### config.mk
export PLATFORM = sky130hd
export DESIGN_NAME = eject_ni_rx
export DESIGN_NICKNAME = d
export VERILOG_FILES = /design/src/rtl/eject_ni_rx.sv
export SDC_FILE = /design/constraint.sdc
export NUM_CORES = 1
export LEC_CHECK = 0
export ABC_AREA = 1
export BUFFER_PORTS_ARGS = -buffer_cell sky130_fd_sc_hd__buf_4
export CORE_MARGIN = 2
export CORE_UTILIZATION = 60
export DETAILED_ROUTE_END_ITERATION = 6
export GPL_TIMING_DRIVEN = 1
export PLACE_DENSITY = 0.8
export SLEW_MARGIN = 0
export SYNTH_ARGS = -nofsm -noshare
export SYNTH_HDL_FRONTEND = slang
export SYNTH_SLANG_ARGS = --single-unit
### constraint.sdc
create_clock -name clk1 -period 9.5 [get_ports clk1]
set_clock_uncertainty 0.1 [all_clocks]
set_input_delay 0.95 -clock clk1 [delete_from_list [all_inputs] [get_ports clk1]]
set_output_delay 0.95 -clock clk1 [all_outputs]
set_load 0.05 [all_outputs]
### src/rtl/eject_ni_rx.sv
// Local-port NI receiver: checks packet heads from the router Eject port, buffers payload
// words in a small FIFO for the core and returns credits. Optional macro: TRUST_CHECK_EN.
//
// state | meaning
// IDLE  | waiting for a packet head
// RECV  | accepted packet in progress, body/tail flits are buffered
// DROP  | rejected packet in progress, flits are discarded
module eject_ni_rx #(
  parameter logic [2:0] MY_X      = 3'd0,
  parameter logic [2:0] MY_Y      = 3'd0,
  parameter int         DEPTH     = 8,
  parameter logic [3:0] TRUST_MIN = 4'd8
) (
  input  logic         clk1,
  input  logic         reset,
  input  logic [127:0] flit_in,
  input  logic         flit_vld,
  output logic         credit,
  output logic [99:0]  pl_out,
  output logic         pl_vld,
  output logic         pl_last,
  input  logic         pl_rdy,
  output logic [7:0]   pkt_src,
  output logic         pkt_done,
  output logic         pkt_err,
  output logic [1:0]   err_code,
  output logic [3:0]   occ
);

  typedef enum logic [1:0] {IDLE, RECV, DROP} state_t;

  localparam logic [3:0] DEPTH_C = 4'(DEPTH);
  localparam logic [2:0] PTR_MAX = 3'(DEPTH - 1);

  state_t       state, state_nxt;
  logic [7:0]   cnt, cnt_nxt;
  logic [7:0]   src_nxt;
  logic [100:0] mem [DEPTH];
  logic [2:0]   rd_ptr, wr_ptr;
  logic [3:0]   owed, owed_nxt, credit_sum;
  logic         push, push_last, pop, discard, full, take;
  logic         err_nxt, credit_nxt;
  logic [1:0]   code_nxt;
  logic         dst_ok, len_ok, trust_ok;

  wire [2:0]  f_dst_x = flit_in[127:125];
  wire [2:0]  f_dst_y = flit_in[124:122];
  wire [7:0]  f_src   = flit_in[121:114];
  wire [7:0]  f_len   = flit_in[113:106];
  wire [1:0]  f_type  = flit_in[5:4];
  wire        is_head = f_type[0];
  wire        is_tail = f_type[1];

  assign dst_ok = (f_dst_x == MY_X) && (f_dst_y == MY_Y);
  assign len_ok = is_tail ? (f_len == 8'd0) : (f_len != 8'd0);
`ifdef TRUST_CHECK_EN
  assign trust_ok = (flit_in[3:0] >= TRUST_MIN);
`else
  logic trust_unused;
  assign trust_unused = ^{flit_in[3:0], TRUST_MIN};
  assign trust_ok = 1'b1;
`endif

  assign full     = (occ == DEPTH_C);
  assign take     = flit_vld & ~full;
  assign pl_vld   = (occ != 4'd0);
  assign pop      = pl_vld & pl_rdy;
  assign pl_out   = pl_vld ? mem[rd_ptr][99:0] : '0;
  assign pl_last  = pl_vld & mem[rd_ptr][100];
  assign pkt_done = pop & pl_last;

  always_comb begin
    state_nxt = state;
    cnt_nxt   = cnt;
    src_nxt   = pkt_src;
    push      = 1'b0;
    push_last = 1'b0;
    discard   = 1'b0;
    err_nxt   = 1'b0;
    code_nxt  = err_code;
    if (flit_vld && full) begin
      // Router overran our credits: drop silently except for the error report.
      err_nxt  = 1'b1;
      code_nxt = 2'b10;
    end else if (take) begin
      unique case (state)
        IDLE: begin
          if (is_head) begin
            cnt_nxt = f_len;
            if (!dst_ok) begin
              discard = 1'b1; err_nxt = 1'b1; code_nxt = 2'b01;
            end else if (!len_ok) begin
              discard = 1'b1; err_nxt = 1'b1; code_nxt = 2'b10;
            end else if (!trust_ok) begin
              discard = 1'b1; err_nxt = 1'b1; code_nxt = 2'b11;
            end else begin
              push      = 1'b1;
              push_last = is_tail;
              src_nxt   = f_src;
              if (!is_tail) state_nxt = RECV;
            end
            if (discard && !is_tail && f_len != 8'd0) state_nxt = DROP;
          end else begin
            discard = 1'b1; err_nxt = 1'b1; code_nxt = 2'b10;
          end
        end
        RECV: begin
          if (is_head) begin
            discard = 1'b1; err_nxt = 1'b1; code_nxt = 2'b10;
          end else begin
            push    = 1'b1;
            cnt_nxt = cnt - 8'd1;
            if (is_tail || cnt <= 8'd1) begin
              push_last = 1'b1;
              state_nxt = IDLE;
            end
          end
        end
        DROP: begin
          discard = 1'b1;
          cnt_nxt = cnt - 8'd1;
          if (is_tail || cnt <= 8'd1) state_nxt = IDLE;
        end
        default: state_nxt = IDLE;
      endcase
    end
  end

  // Pops and discards can coincide; surplus credits queue up and drain one per cycle.
  assign credit_sum = {3'b000, pop} + {3'b000, discard} + owed;
  assign credit_nxt = (credit_sum != 4'd0);
  assign owed_nxt   = credit_sum - {3'b000, credit_nxt};

  always_ff @(posedge clk1) begin
    if (push) mem[wr_ptr] <= {push_last, flit_in[105:6]};
  end

  always_ff @(posedge clk1) begin
    if (reset) begin
      state    <= IDLE;
      cnt      <= '0;
      rd_ptr   <= '0;
      wr_ptr   <= '0;
      occ      <= '0;
      owed     <= '0;
      credit   <= 1'b0;
      pkt_err  <= 1'b0;
      err_code <= 2'b00;
      pkt_src  <= '0;
    end else begin
      state    <= state_nxt;
      cnt      <= cnt_nxt;
      owed     <= owed_nxt;
      credit   <= credit_nxt;
      pkt_err  <= err_nxt;
      err_code <= code_nxt;
      pkt_src  <= src_nxt;
      if (push) wr_ptr <= (wr_ptr == PTR_MAX) ? 3'd0 : wr_ptr + 3'd1;
      if (pop)  rd_ptr <= (rd_ptr == PTR_MAX) ? 3'd0 : rd_ptr + 3'd1;
      if (push && !pop)      occ <= occ + 4'd1;
      else if (!push && pop) occ <= occ - 4'd1;
    end
  end

endmodule

==> reports/results.tsv, run 1 <==
metric	value	unit
CP Capture Type	primary output	
layout cells sized above 1	14.1	%
die height	240	um
sequential-to-total area share from yosys stat	74.9	%
Die X	240	um
core footprint	55100	um^2
GPL Wtd Cong	0.838	
Worst R2R End	mem[7][58]	
final period utilization	57.0	%
unrepaired setup endpoints after global routing	false	
Num CTS Buffers	82	
Hold Crit Depth	2	
clk buf depth	3	
clk_lat worst skew	0.61	ns
clock slew at reported path FFs	0.06	ns
DRT Wirelength	76300	um
Comb power frac	40.7	%
number of gates resized after CTS	0	
final setup fails	0	
grt ovf	0	
Max rail drop VDD	0.349	mV
ys flop type	edfxtp_1	
post-route ant nets	0	
hold-fix buffers at CTS	0	
initial antenna violation count	12	
Sink Count	847	
number of global-route vias before repair	21490	
Worst-Margin Slew	1.50	ns
Setup Fix Bufs, Post-CTS	0	
mean post-synth cell area	12.8	um^2
Reg2Reg Depth	12	
Yosys top cell area share	72.6	%
minimum clock period	5.41	ns
sw frac	41.2	%
Max Fclk	0.185	GHz
Setup Crit Path Kind	reg2out	
fin. max-slew vios	0	
Fin. Hold Viols	0	
max-cap violation count	0	
post-synthesis instance total	2602	
Synth Net Count	2753	
H-tree Lvls	3	
power share of the clock group	25.0	%
Synth Warn #	0	
average wire per standard cell	21.2	um
DR vias	21601	
Seq cells post-synth	847	
die area	57600	um^2
async set or reset register ratio after synthesis	0	%
RR Startpoint	state[1]	
I/O Buffers	246	
Worst Hold Path EP	pkt_src[7]	
Post-synth top cells	edfxtp_1 (808), nor2_1 (654), o21ai_0 (402)	
CTS tree	done	
row cnt	86	
number of synthesized flops with an enable pin	808	
routed vias/inst	6.00	
pin count of the biggest net entering global routing	284	
HP Start	pkt_src[7]	
Initial Util	60.7	%
synthesized cell area	33400	um^2
Area Growth Syn to Fin	14.1	%
Leakage	0.0130	uW
total negative setup slack	0	ns
CP required	8.45	ns
io pins	251	
CP startpoint kind	register	
nets	2940	
Final Util	69.2	%
root buffer cell	clkbuf_16	
slew margin rel.	0.0235	%
DRC Markers	0	
Internal	7180	uW
GR Util All Layers	26.3	%
first-pass GRT wire length	115000	um
status	finished, final reports clean	
Psw	5030	uW
worst min path class	reg2reg	
Iter 0 DRT Violations	2102	
worst-path fanout max	108	
Crit path arrival time	4.36	ns
area leader, netlist	edfxtp_1	
count leader, synth	edfxtp_1	
synth unique cells	35	
length of the first detailed-routing pass in iterations	5	
synth top area cells	edfxtp_1 (73%), nor2_1 (7.3%), o21ai_0 (6.0%)	
Seq pwr share	34.3	%
post-DP HPWL	38300	um
flop2flop setup slack	5.67	ns
pwr/cell area	320	nW/um^2
==> critical path, cell delays in order (launching register included) <==
cell and delay, ns:
dfxtp_4 0.66, buf_4 0.85, buf_4 0.99, o21ai_0 0.26
o22ai_1 0.22, o21ai_1 0.08, a31oi_1 0.35, buf_4 0.27
==> power groups by stage <==
stage / combinational (uW) / clock, uW / sequential, uW
detailed placement: 4930 / 0 / 4270
global route: 5270 / 3230 / 4200
floorplan: 3510 / 0 / 4270
global placement: 4830 / 0 / 4270
finish: 4960 / 3050 / 4190
CTS: 4950 / 3090 / 4190
==> logic make-up after synthesis <==
logic type / synth area share [%]
DFF: 74.9
AOI/OAI and AO/OA: 12.4
and+or+nand+nor: 8.36
buffers and inverters: 3.34
adders and majority gates: 0.756
xor gates and xnor gates: 0.157
==> layout by cell type, fill, tap and decap left out, types with 2 or more instances in the layout <==
cell type	count
a21oi_1	29
a31oi_1	102
buf_4	275
bufinv_16	5
clkbuf_1	16
clkbuf_16	84
clkinv_1	21
clkinv_2	14
clkinv_8	2
dfxtp_1	37
dfxtp_4	2
diode_2	6
edfxtp_1	808
fa_1	2
ha_1	17
inv_1	51
inv_6	3
nand2_1	49
nand2_2	2
nand3_1	14
nand3_2	2
nand4_1	3
nor2_1	646
nor2_4	8
o211ai_1	4
o21ai_0	402
o21ai_1	133
o22ai_1	101
xor2_1	6
==> through the flow <==
stage,power [uW],setup WS (ns),hold slack [ns],instance area (um^2),std cells
2_1_floorplan,7780,2.51,0.356,33400,2602
3_3_place_gp,9090,4.76,0.335,35600,3453
3_5_place_dp,9200,4.71,0.349,35600,3453
4_1_cts,12200,4.12,0.359,38100,3596
5_1_grt,12700,3.83,0.375,38100,3600
6_report,12200,4.09,0.358,38100,3602
==> layout make-up <==
class,instances,area (um^2)
fill,3694,17000
multi-input combinational,1529,7330
clock inverter,43,332
antenna,6,15.0
clock buffer,100,2160
inverter,54,225
timing repair buffer,275,2060
sequential,847,25100
tap,748,936
==> registers in the layout, summed over array words and instances (netlist names), named ones only <==
| register | flops |
|---|---|
| cnt | 8 |
| credit | 1 |
| err_code | 2 |
| mem | 808 |
| occ | 4 |
| owed | 4 |
| pkt_err | 1 |
| pkt_src | 8 |
| rd_ptr | 3 |
| state | 2 |
| wr_ptr | 3 |
==> layer usage <==
metal / part of all wire [%] / up-vias / GRT usage [%]
met3: 8.6 / 180 / 6.00
met1: 37 / 10561 / 31.9
met5: 0.089 / - / 0
li1: - / 9903 / -
met4: 3.4 / 12 / 11.9
met2: 51 / 945 / 45.2
==> worst max-delay path by stage <==
stage	from	depth (start not counted)	to	slack [ns]
after floorplan	flit_in[108]	10	mem[0][0]	2.51
after global placement	flit_in[107]	14	mem[7][78]	4.76
after detailed placement	flit_in[107]	14	mem[7][66]	4.71
after CTS	register	7	pl_out[64]	4.12
after global routing	register	7	pl_out[64]	3.83
final	register	7	pl_out[64]	4.09
Power figures use the tool's default switching activity.
==> run 2: changes to the inputs <==
Settings changed: ABC_AREA 1 to 0, CORE_UTILIZATION 60 to 54, PLACE_DENSITY 0.8 to 0.76.
Clock period 9.5 ns to 4.7 ns, I/O delays scaled along.
==> run 2 against run 1 <==
  * Global-route usage shrank 4.5 points
  * Register-to-register slack worse by 4.6 ns
  * Synthesized cell count fell by 41%
  * Power grew 71%
  * Critical path depth fell by 1
  * Count of clock-buffer cells in the layout is 4 lower
  * Critical path type unchanged
  * Worst hold slack lost 0.32 ns
  * Area after synthesis fell by 2.0%
  * Clock power is 98% higher
  * Final cell count shrank 23%
  * Largest power group is now registers
==> reports/results.tsv, run 2 <==
metric	value	unit	change
Seq pwr share	40.6	%	+6.3 points
die height	250	um	+4.3%
root buffer cell	clkbuf_16		
CP bufs+invs	3		unchanged
Crit path arrival time	3.39	ns	-0.97 ns
mean post-synth cell area	21.2	um^2	+65%
worst-path fanout max	64		-41%
first-pass GRT wire length	103000	um	-11%
Worst path slowest cell	buf_4		
H-tree Lvls	3		unchanged
power share of the clock group	28.9	%	+3.9 points
CP startpoint kind	register		
clk_lat worst skew	0.60	ns	about the same
Seq cells post-synth	847		unchanged
GR Util All Layers	21.8	%	-4.5 points
Fin. Hold Viols	0		unchanged
Setup Crit Path Kind	reg2out		
layout cells sized above 1	31.0	%	+17 points
max-cap violation count	0		unchanged
Iter 0 DRT Violations	1329		-37%
unrepaired setup endpoints after global routing	false		
overall power	20900	uW	+71%
final setup fails	0		unchanged
Synth Warn #	0		unchanged
total negative setup slack	0	ns	unchanged
Synth Net Count	1696		-38%
Yosys top cell area share	74.1	%	+1.5 points
flop2flop setup slack	1.09	ns	-4.58 ns
Die X	250	um	+4.3%
synthesized cell area	32700	um^2	-2.0%
length of the first detailed-routing pass in iterations	5		unchanged
Comb power frac	30.5	%	-10 points
die area	62600	um^2	+8.7%
slew margin rel.	35.5	%	+35 points
initial antenna violation count	2		-10
average wire per standard cell	24.3	um	+15%
Largest regs	mem (808), cnt (8), pkt_src (8)		
post-DP HPWL	35300	um	-7.7%
minimum clock period	3.96	ns	
DR vias	16231		-25%
ys flop type	edfxtp_1		
CP startpoint	occ[0]		
worst min path class	in2reg		
CP required	4.13	ns	-4.32 ns
Psw	6840	uW	+36%
Leakage	0.0126	uW	-3.1%
number of synthesized flops with an enable pin	808		unchanged
Sink Count	847		unchanged
grt ovf	0		unchanged
fin. max-slew vios	0		unchanged
row cnt	90		+4.7%
io pins	251		unchanged
Worst-Margin Slew	0.968	ns	-0.532 ns
Initial Util	54.4	%	-6.2 points
crit-path max cell delay	0.82	ns	-0.17 ns
status	finished, final reports clean		
Top reg by flops	mem		
clock slew at reported path FFs	0.06	ns	about the same
number of gates resized after CTS	0		unchanged
CP cell instances	nor4_2, buf_4, buf_4, nor2_1, and2_1, buf_4		
I/O Buffers	246		unchanged
stages on the worst setup path	6		-1
clk buf depth	3		unchanged
Placed Cells incl. Taps	2529		-27%
post-synthesis instance total	1545		-41%
DRC Markers	0		unchanged
Num CTS Buffers	82		unchanged
Worst R2R End	owed[2]		
crit path to	pkt_done		
pwr/cell area	532	nW/um^2	+66%
post-route ant nets	0		unchanged
Post-synth top cells	edfxtp_1 (808), mux4_2 (202), nor2_1 (126)		
CP Capture Type	primary output		
Max Fclk	0.253	GHz	
sequential-to-total area share from yosys stat	76.5	%	+1.6 points
area leader, netlist	edfxtp_1		
core footprint	60100	um^2	+9.1%
highest-count cells in the layout ignoring fill and taps	edfxtp_1 (808), buf_4 (262), mux4_2 (202), nor2_1 (123), mux2i_1 (103)		
GPL Wtd Cong	0.811		-3.2%
Worst path top cell family by delay	buffers and inverters		
Area Growth Syn to Fin	20.0	%	
cell repeated most along the worst path	buf_4		
Reg2Reg Depth	12		unchanged
CTS tree	done		
DRT Wirelength	67600	um	-11%
nets	2082		-29%
Max rail drop VDD	0.448	mV	+28%
routed vias/inst	5.84		-2.6%
max reg flops	808		unchanged
synth unique cells	60		+71%
RR Startpoint	occ[0]		
async set or reset register ratio after synthesis	0	%	unchanged
commonest non-fill, non-tap cell in the layout	edfxtp_1		
Non-Filler Instances	2780		-23%
number of global-route vias before repair	17270		-20%
Internal	14100	uW	+96%
pin count of the biggest net entering global routing	102		-64%
synth top area cells	edfxtp_1 (74%), mux4_2 (14%), mux2i_1 (3.1%)		
count leader, synth	edfxtp_1		
final period utilization	84.2	%	
sw frac	32.7	%	-8.5 points
[run 2: cell types whose count changed after synthesis, moves of 14 or more]
cell / change
mux2i_1: +103
inv_1: -37
buf_4: -24
nand2_1: -33
a31oi_1: -98
o21ai_1: -133
clkbuf_1: -48
nor2_1: -528
mux4_2: +202
o22ai_1: -101
o21ai_0: -386
buf_6: -14
[run 2: worst register-to-register path, stage by stage (launching register included)]
cell,delay (ns)
dfxtp_1,0.39
or4b_1,0.71
nand2_1,0.31
a211oi_1,0.12
fa_1,0.42
ha_1,0.21
xor2_1,0.20
nor3_1,0.24
nand2_1,0.10
ha_1,0.23
ha_1,0.22
xnor2_1,0.17
nor2_1,0.06
[run 2: kinds of logic (layout without fill, tap and decap cells)]
kind of cell / after synthesis / after routing / share of synthesized area, %
AO/OA/AOI/OAI: 73 / 73 / 1.48
multiplexers: 307 / 307 / 17.1
AND/OR/NAND/NOR: 201 / 201 / 2.79
other: 0 / 2 / 0
XOR/XNOR: 6 / 6 / 0.161
adder cells (fa/ha/maj): 19 / 19 / 0.772
flip-flops: 847 / 847 / 76.5
buffers and inverters: 92 / 543 / 1.17
[run 2: per-stage QoR]
step           util (%)  instance area, um^2  hold WS [ns]  worst slack (ns)
2_1_floorplan         -                32900         0.350             -1.10
3_3_place_gp       59.6                35800         0.356             0.600
3_5_place_dp       59.6                35800         0.364             0.536
4_1_cts            65.3                39300       0.00554             0.686
5_1_grt            65.3                39300        0.0209             0.559
6_report           65.3                39300        0.0353             0.743
[run 2: layout make-up]
type                            count  area (um^2)
Sequential cell                   847        25100
Antenna cell                        2         5.00
Timing Repair Buffer              379         3310
Inverter                           15         56.3
Clock buffer                       96         2150
Tap cell                          782          978
Multi-Input combinational cell    606         7430
Fill cell                        3927        20800
Clock inverter                     53          312
[run 2: power by group through the flow]
stage / Clock, uW / Sequential [uW] / Combinational (uW)
2_1_floorplan: 0 / 8580 / 4560
3_3_place_gp: 0 / 8650 / 6280
3_5_place_dp: 0 / 8650 / 6350
4_1_cts: 6160 / 8490 / 6450
5_1_grt: 6440 / 8500 / 6730
6_report: 6030 / 8480 / 6380
[run 2: what timing repair did]
action,in CTS,in global routing
buffers inserted,0,0
hold buffers,100,0
hold endpoints to repair,800,0
[run 2: layer usage]
metal	up-vias	share of wire, %	track usage (%)
met5	-	0	0
met4	0	2.3	6.96
met3	93	6.1	3.86
met2	573	51	36.8
met1	8420	40	29.4
li1	7145	-	-
[run 2: worst min-delay path by stage]
stage / from / end / cells after the start
after floorplan: rd_ptr[1] / register / 2
after global placement: rd_ptr[1] / register / 2
after detailed placement: rd_ptr[1] / register / 2
after CTS: flit_in[114] / pkt_src[0] / 3
after global routing: flit_in[119] / pkt_src[5] / 3
final: flit_in[117] / pkt_src[3] / 3
==> run 3: changes to the inputs <==
Settings changed: ABC_AREA 0 to 1, CORE_UTILIZATION 54 to 60, PLACE_DENSITY 0.76 to 0.8.
Clock period 4.7 ns to 3.7 ns, I/O delays scaled along.
==> run 3 against run 2 <==
  * Design area is 1.9% higher
  * Die area fell by 8.0%
  * Sequential share of layout area fell by 1.2 points
  * Wire length rose by 18%
  * Clock power increased by 36%
  * Global-route usage increased by 5.6 points
  * Combinational power rose by 110%
  * First-iteration DRC count up 70%
  * Utilization rose by 7.3 points
  * Critical path type is now in2reg
==> reports/results.tsv, run 3 (same netlist as run 1, synthesis figures left out) <==
metric	value	unit	change
uppermost layer routed	met5		
final period utilization	97.1	%	
max-cap violation count	0		unchanged
Leakage	0.0138	uW	+9.6%
pwr/cell area	804	nW/um^2	+51%
clk buf depth	3		unchanged
clock slew at reported path FFs	0.06	ns	about the same
Internal	18900	uW	+35%
grt ovf	0		unchanged
die area	57600	um^2	-8.0%
highest-count cells in the layout ignoring fill and taps	edfxtp_1 (808), nor2_1 (646), o21ai_0 (401), buf_4 (273), o21ai_1 (133)		
Filler cells	3387		-14%
Area Growth Syn to Fin	19.8	%	
GPL Wtd Cong	0.874		+7.8%
core footprint	55100	um^2	-8.4%
Num CTS Buffers	83		+1.2%
final setup fails	0		unchanged
Final Util	72.7	%	+7.3 points
power share of the clock group	25.5	%	-3.4 points
worst min path class	in2reg		
status	finished, final reports clean		
CTS tree	done		
Initial Util	60.7	%	+6.2 points
overall power	32200	uW	+54%
area of the multi-input gates	7340	um^2	-1.3%
pin count of the biggest net entering global routing	170		+67%
Psw	13300	uW	+94%
Sink Count	847		unchanged
DRT Wirelength	80100	um	+18%
CP Capture Type	register		
clk_lat worst skew	0.61	ns	about the same
GR Util All Layers	27.5	%	+5.6 points
CP required	4.10	ns	-0.03 ns
Max Fclk	0.278	GHz	
worst-path fanout max	3		-95%
routed vias/inst	6.01		+2.9%
I/O Buffers	246		unchanged
layout cells sized above 1	14.9	%	-16 points
wire length on met1	30500	um	+12%
io pins	251		unchanged
CP startpoint kind	primary input		
max reg flops	808		unchanged
Crit path arrival time	3.99	ns	+0.60 ns
FF+latch area	25100	um^2	about the same
Worst-Margin Slew	0.945	ns	-0.0223 ns
Largest regs	mem (808), cnt (8), pkt_src (8)		
root buffer cell	clkbuf_16		
post-route ant nets	0		unchanged
Top reg by flops	mem		
post-DP HPWL	41800	um	+18%
DRC Markers	0		unchanged
Max rail drop VDD	0.858	mV	+92%
commonest non-fill, non-tap cell in the layout	edfxtp_1		
average wire per standard cell	21.3	um	-12%
row cnt	86		-4.4%
met2 WL	40900	um	+18%
minimum clock period	3.59	ns	
Comb power frac	41.3	%	+11 points
Non-Filler Instances	3758		+35%
number of global-route vias before repair	22918		+33%
sw frac	41.3	%	+8.5 points
unrepaired setup endpoints after global routing	false		
Setup Crit Path Kind	in2reg		
DR vias	22575		+39%
first-pass GRT wire length	122000	um	+19%
initial antenna violation count	13		+11
routed wl met3	6380	um	+55%
fin. max-slew vios	0		unchanged
nets	3083		+48%
Die X	240	um	-4.1%
Seq pwr share	33.2	%	-7.4 points
Fin. Hold Viols	0		unchanged
H-tree Lvls	3		unchanged
die height	240	um	-4.1%
slew margin rel.	37.0	%	+1.5 points
Placed Cells incl. Taps	3481		+38%
Min Hold Slack	0.0403	ns	+0.00505 ns
Iter 0 DRT Violations	2254		+70%
length of the first detailed-routing pass in iterations	7		+2
## run 3: power by group through the flow
| stage | clock (uW) | combinational (uW) | sequential, uW |
|---|---|---|---|
| after floorplan | 0 | 9020 | 11000 |
| after global placement | 0 | 12700 | 10900 |
| after detailed placement | 0 | 13000 | 10900 |
| after CTS | 8270 | 13200 | 10700 |
| after global routing | 8680 | 14100 | 10700 |
| final | 8220 | 13300 | 10700 |
## run 3: critical path: stages
cell and delay (ns):
dlygate4sd3_1 0.54, buf_4 0.14, nor2_1 0.10, nand2_1 0.08, nor2_1 0.13, ha_1 0.29
o21ai_2 0.18, nand2_1 0.12, o211ai_1 0.23, inv_1 0.08, fa_2 0.35, ha_1 0.20
xor2_1 0.18, nor2_1 0.15, nand3_1 0.10, ha_1 0.25, ha_1 0.24, o21ai_0 0.17
a21oi_1 0.07
## run 3: final timing paths
kind,from,endpoint,slack (ns),cells after the start
setup / recovery,flit_in[110],owed[2],0.11,19
hold / removal,flit_in[109],cnt[3],0.04,5
setup reg to reg,state[0],owed[2],0.29,17
hold reg to reg,pkt_src[6],pkt_src[6],0.36,2
## run 3: cell type report
| class | instances | area share, % |
|---|---|---|
| clock buffer | 97 | 5.53 |
| timing repair buffer | 417 | 9.49 |
| multi-input combinational | 1529 | 18.3 |
| sequential | 847 | 62.6 |
| tap | 748 | 2.34 |
| inverter | 54 | 0.563 |
| antenna | 9 | 0.0563 |
| clock inverter | 57 | 1.13 |
## run 3: metrics by stage
stage	setup WS, ns	TNS, ns	cell area, um^2
global placement	0.160	0	36200
CTS	0.0541	0	40000
finish	0.107	0	40000
global route	0.0305	0	40000
detailed placement	0.0177	0	36200
floorplan	-1.06	-746.54	33400
## run 3: per-layer routing
metal | global-route usage (%) | vias up
met5 | 0 | -
met4 | 10.4 | 8
met3 | 5.09 | 203
met2 | 47.2 | 1103
met1 | 35.0 | 11042
li1 | - | 10219
## run 3: timing repair
action | CTS | global route
hold endpoints to repair | 824 | 0
resized for setup | 0 | 3
setup endpoints to repair | 0 | 3
hold buffers | 113 | 0
buffers inserted | 0 | 1
